--- config.mk ---
export PLATFORM = sky130hd
export DESIGN_NAME = rs_cmd_conditioner_flat
export DESIGN_NICKNAME = d
export VERILOG_FILES = /design/src/rtl/rs_cmd_conditioner_if.sv /design/src/rtl/rs_cmd_conditioner.sv /design/src/flat_wrapper.sv
export SDC_FILE = /design/constraint.sdc
export NUM_CORES = 1
export LEC_CHECK = 0
export CAP_MARGIN = 20
export CORE_AREA = 3 3 40 42
export CTS_CLUSTER_SIZE = 40
export DETAILED_ROUTE_END_ITERATION = 12
export DIE_AREA = 0 0 43 45
export PLACE_DENSITY = 0.69
export SETUP_SLACK_MARGIN = 0.5
export SLEW_MARGIN = 20
export SYNTH_ARGS = -nofsm -noshare
export SYNTH_HDL_FRONTEND = slang
export SYNTH_SLANG_ARGS = --single-unit
export TNS_END_PERCENT = 1
--- constraint.sdc ---
create_clock -name clock -period 2.2 [get_ports clock]
set_input_delay 0.55 -clock clock [delete_from_list [all_inputs] [get_ports clock]]
set_output_delay 0.55 -clock clock [all_outputs]
set_load 0.1 [all_outputs]
--- src/rtl/rs_cmd_conditioner_if.sv ---
// Button-to-command bus between the raw push-button side and the RS
// flip-flop side of the command conditioner.
interface rs_cmd_conditioner_if;
    logic set_btn;
    logic reset_btn;
    logic Set;
    logic Reset;
    logic conflict;

    // Button driver / command consumer side
    modport master (
        output set_btn,
        output reset_btn,
        input  Set,
        input  Reset,
        input  conflict
    );

    // Conditioner side
    modport slave (
        input  set_btn,
        input  reset_btn,
        output Set,
        output Reset,
        output conflict
    );
endinterface

--- src/rtl/rs_cmd_conditioner.sv ---
// Turns two raw, bouncy push-button levels into clean one-cycle Set/Reset
// command pulses. Each channel is synchronized, debounced and edge-detected;
// a registered arbiter drops simultaneous requests so that Set and Reset are
// never high together.
module rs_cmd_conditioner #(
    parameter int DB_CYCLES = 4,
    parameter int CNT_W     = 3
) (
    input  logic                 clock,
    input  logic                 reset,
    rs_cmd_conditioner_if.slave  bus
);

    // Counter value at which the debounced state is allowed to flip.
    localparam logic [CNT_W-1:0] CNT_LAST = CNT_W'(DB_CYCLES - 1);

    // Channel 0 = set request, channel 1 = reset request.
    logic [1:0] btn;
    logic [1:0] req;

    assign btn = {bus.reset_btn, bus.set_btn};

    genvar gi;
    generate
        for (gi = 0; gi < 2; gi++) begin : g_chan
            logic             s1_reg;
            logic             s2_reg;
            logic             db_reg;
            logic             db_prev_reg;
            logic [CNT_W-1:0] cnt_reg;

            // Synchronize, debounce and keep one cycle of debounced history.
            always_ff @(posedge clock) begin
                if (reset) begin
                    s1_reg      <= 1'b0;
                    s2_reg      <= 1'b0;
                    db_reg      <= 1'b0;
                    db_prev_reg <= 1'b0;
                    cnt_reg     <= '0;
                end else begin
                    s1_reg      <= btn[gi];
                    s2_reg      <= s1_reg;
                    db_prev_reg <= db_reg;
                    if (s2_reg == db_reg) begin
                        // Any agreement restarts the stability count.
                        cnt_reg <= '0;
                    end else if (cnt_reg == CNT_LAST) begin
                        db_reg  <= s2_reg;
                        cnt_reg <= '0;
                    end else begin
                        cnt_reg <= cnt_reg + CNT_W'(1);
                    end
                end
            end

            // Only a rising debounced level is a request; release is silent.
            assign req[gi] = db_reg & ~db_prev_reg;
        end
    endgenerate

    logic set_reg;
    logic reset_reg;
    logic conflict_reg;

    // Registered arbiter: simultaneous requests are dropped and flagged.
    always_ff @(posedge clock) begin
        if (reset) begin
            set_reg      <= 1'b0;
            reset_reg    <= 1'b0;
            conflict_reg <= 1'b0;
        end else begin
            set_reg      <= req[0] & ~req[1];
            reset_reg    <= req[1] & ~req[0];
            conflict_reg <= req[0] & req[1];
        end
    end

    assign bus.Set      = set_reg;
    assign bus.Reset    = reset_reg;
    assign bus.conflict = conflict_reg;

endmodule
--- src/flat_wrapper.sv ---
// flat-port wrapper written by rule: the top's interface ports become plain ports
module rs_cmd_conditioner_flat 
#(
    parameter int DB_CYCLES = 4,
    parameter int CNT_W     = 3
)
  (clock, reset, bus_set_btn, bus_reset_btn, bus_Set, bus_Reset, bus_conflict);
  rs_cmd_conditioner_if bus_i ();
  input  logic clock;
  input  logic reset;
  input wire logic [$bits(bus_i.set_btn)-1:0] bus_set_btn;
  input wire logic [$bits(bus_i.reset_btn)-1:0] bus_reset_btn;
  output wire logic [$bits(bus_i.Set)-1:0] bus_Set;
  output wire logic [$bits(bus_i.Reset)-1:0] bus_Reset;
  output wire logic [$bits(bus_i.conflict)-1:0] bus_conflict;
  assign bus_i.set_btn = bus_set_btn;
  assign bus_i.reset_btn = bus_reset_btn;
  assign bus_Set = bus_i.Set;
  assign bus_Reset = bus_i.Reset;
  assign bus_conflict = bus_i.conflict;
  rs_cmd_conditioner #(.DB_CYCLES(DB_CYCLES), .CNT_W(CNT_W)) u_core (.clock(clock), .reset(reset), .bus(bus_i));
endmodule
==> results.toml <==
[critical_path]
reg2reg_depth = 3
worstPathMaxFanout = 17
rr_startpoint = "u_core.g_chan[0].cnt_reg[0]$_SDFF_PP0_"
cp_cell_sequence = "clkdlybuf4s50_1, and2b_2"
crit_buf_inv = 1
crit_cells = 2
r2r-end = "u_core.g_chan[0].cnt_reg[1]$_SDFF_PP0_"
endpoint_kind = "register"
reg2reg_slack_ps = 1090
crit_path_start_kind = "primary input"
cp_top_family = "buffers and inverters"
crit_start = "reset"
worstSetupEndpoint = "u_core.g_chan[0].db_prev_reg$_SDFF_PP0_"
max_stage_delay_ps = 810
worst_path_max_delay_cell = "clkdlybuf4s50_1"
crit_required_ps = 2380
crit_type = "in -> reg"
critPathArrivalTime_ps = 1630

[clock_tree]
clock_path_buffers = 2
clock_latency_ps = 280
cts.reportedPaths.clkPinSlew_ps = 90
cts_tree = "done"
clock_sinks = 17
cts_max_level = 1
post_cts_buffers = 0
cts_resized = 0
cts-buffers-inserted = 3
clock-root-buffer = "clkbuf_4"
cts_hold_buf = 0

[synthesis]
synth_area_um2 = 591
synth.top_cell.area_share_pct = 57.6
yosys_warnings = 0
post_synth.cell_area_avg_um2 = 12.6
yosysSeqAreaShare_pct = 57.6
syn_nets = 55
synth_edf_count = 0
yosysMostFrequentCell = "dfxtp_1"
synth.top_cells.by_count = "17 x dfxtp_1, 6 x and2b_1, 4 x ha_1, 4 x nor4_1"
synthArstFlopShare_pct = 0
ys_top_cells_by_area = "dfxtp_1 58%, ha_1 8.5%, and2b_1 7.6%"
yosysTopAreaCell = "dfxtp_1"
ys.flop_type = "dfxtp_1"
synth_seq_cells = 17
ys_types = 15
synthCells = 47

[place]
hpwl_um = 448
portBuffers = 6
place.gp.congestion = 0.641

[routing]
ant_nets = 0
wirelength_um = 630
drc_errors = 0
vias = 327
drt_iter0_drc = 3
avgRoutedWirePerCell_um = 8.87
vias_per_cell = 4.61
firstDrtPassIters = 4

[finish]
num-fill-cells = 116
final_layout_size_suffix_gt1_share_pct = 16.1
layout.nets = 65
antenna_cells = 0
area_delta_synth_final_pct = 14.6
largest_register_ffs = 6
postLayoutCoreUtil_pct = 52.7

[timing]
skew_ps = 2.21
setup_viol = 0
hold_viol_final = 0
worstMarginPinSlew_ps = 533
rsz0062_at_grt = "false"
fmax_mhz = 691
relSlewSlack_pct = 64.3
timing.final.crit_period_ps = 1450
min_period_over_period_pct = 65.7
slew_viol_final = 0
fin_tns_setup_ps = 0

[power]
p_clk_share_pct = 32.3
pwr-share-comb_pct = 3.3
p_sw_share_pct = 19.7
p_sw_uw = 96.2
p_per_area_nw_per_um2 = 721
p_total_uw = 488
vdd_drop_max_mv = 0.296
power_frac_seq_pct = 64.3
total_leakage_power_nw = 0.280
p_int_uw = 392

[run_status]
status = "complete, no violations"

[floorplan]
fp.coreArea_um2 = 1280
die_h_um = 45
ios = 7
start_util_pct = 46.0
rows = 13
die_w_um = 43
die_area_um2 = 1940

[run]
max_cap_viol_count = 0

[grt]
grt_max_degree = 18
grt-ovfl-total = 0
grt_pass1_vias = 278
grt_use_total_pct = 8.32
antenna_found_initial = 0
grt_pass1_wl_um = 1140

[min_path]
hold_class = "reg -> reg"
-- power by group through the flow --
stage                     Sequential [mW]  Clock (mW)  Combinational (mW)
after CTS                           0.314       0.164              0.0166
final                               0.314       0.158              0.0163
after detailed placement            0.321           0              0.0164
after floorplan                     0.321           0              0.0108
after global routing                0.315       0.173              0.0181
after global placement              0.321           0              0.0162
-- cell families (layout without fill, tap and decap cells) --
kind of cell	Yosys count	after routing	synth area share [%]
xor gates and xnor gates	2	2	2.97
adders and majority gates	4	4	8.47
buffers and inverters	3	12	3.18
DFF	17	17	57.6
muxes	2	2	3.39
and+or+nand+nor	19	19	24.4
-- worst min path at each step --
stage,to,startpoint,cells after the start,slack [ps]
2_1_floorplan,u_core.g_chan[0].cnt_reg[0]$_SDFF_PP0_,u_core.g_chan[0].cnt_reg[0]$_SDFF_PP0_,1,410
3_3_place_gp,u_core.g_chan[1].s2_reg$_SDFF_PP0_,u_core.g_chan[1].s1_reg$_SDFF_PP0_,1,420
3_5_place_dp,u_core.g_chan[1].s2_reg$_SDFF_PP0_,u_core.g_chan[1].s1_reg$_SDFF_PP0_,1,420
4_1_cts,u_core.g_chan[1].cnt_reg[0]$_SDFF_PP0_,u_core.g_chan[1].cnt_reg[0]$_SDFF_PP0_,1,440
5_1_grt,u_core.g_chan[1].s2_reg$_SDFF_PP0_,u_core.g_chan[1].s1_reg$_SDFF_PP0_,1,450
6_report,u_core.g_chan[0].cnt_reg[0]$_SDFF_PP0_,u_core.g_chan[0].cnt_reg[0]$_SDFF_PP0_,1,440
-- routing by layer --
metal | track usage (%) | part of all wire [%] | vias up
met5 | 0 | 0 | -
met4 | 9.04 | 3.8 | 0
met3 | 2.39 | 7.0 | 4
met2 | 10.8 | 37 | 10
met1 | 10.4 | 52 | 136
li1 | - | - | 177
-- layout make-up --
| cell class | instances | area, µm² | area share [%] |
|---|---|---|---|
| clock buffer | 4 | 26.3 | 3.88 |
| inverter | 2 | 7.51 | 1.11 |
| multi-input combinational | 27 | 231 | 34.2 |
| sequential | 17 | 340 | 50.3 |
| tap | 15 | 18.8 | 2.77 |
| timing repair buffer | 6 | 52.6 | 7.76 |
-- layout by cell type, fill, tap and decap left out --
| cell type | Yosys | routed |
|---|---|---|
| and2b_2 | 1 | 1 |
| nor2_1 | 2 | 2 |
| nand2b_1 | 1 | 1 |
| inv_1 | 2 | 2 |
| and2b_1 | 6 | 6 |
| clkbuf_1 | 0 | 1 |
| dfxtp_1 | 17 | 17 |
| and3b_1 | 1 | 1 |
| clkbuf_4 | 0 | 3 |
| ha_1 | 4 | 4 |
| nor3b_1 | 1 | 1 |
| xnor2_1 | 2 | 2 |
| nor3_1 | 1 | 1 |
| nor4_1 | 4 | 4 |
| clkdlybuf4s50_1 | 0 | 3 |
| nor4b_2 | 2 | 2 |
| mux2i_1 | 2 | 2 |
| buf_4 | 0 | 3 |
-- through the flow --
| step | setup WS (ps) | area [µm²] | instances | hold slack, ps |
|---|---|---|---|---|
| 6_report | 754 | 677 | 71 | 437 |
| 5_1_grt | 693 | 677 | 71 | 452 |
| 4_1_cts | 745 | 677 | 71 | 443 |
| 3_5_place_dp | 447 | 651 | 67 | 423 |
| 3_3_place_gp | 457 | 651 | 67 | 423 |
| 2_1_floorplan | 741 | 591 | 47 | 405 |
(Power assumes the default switching activity.)
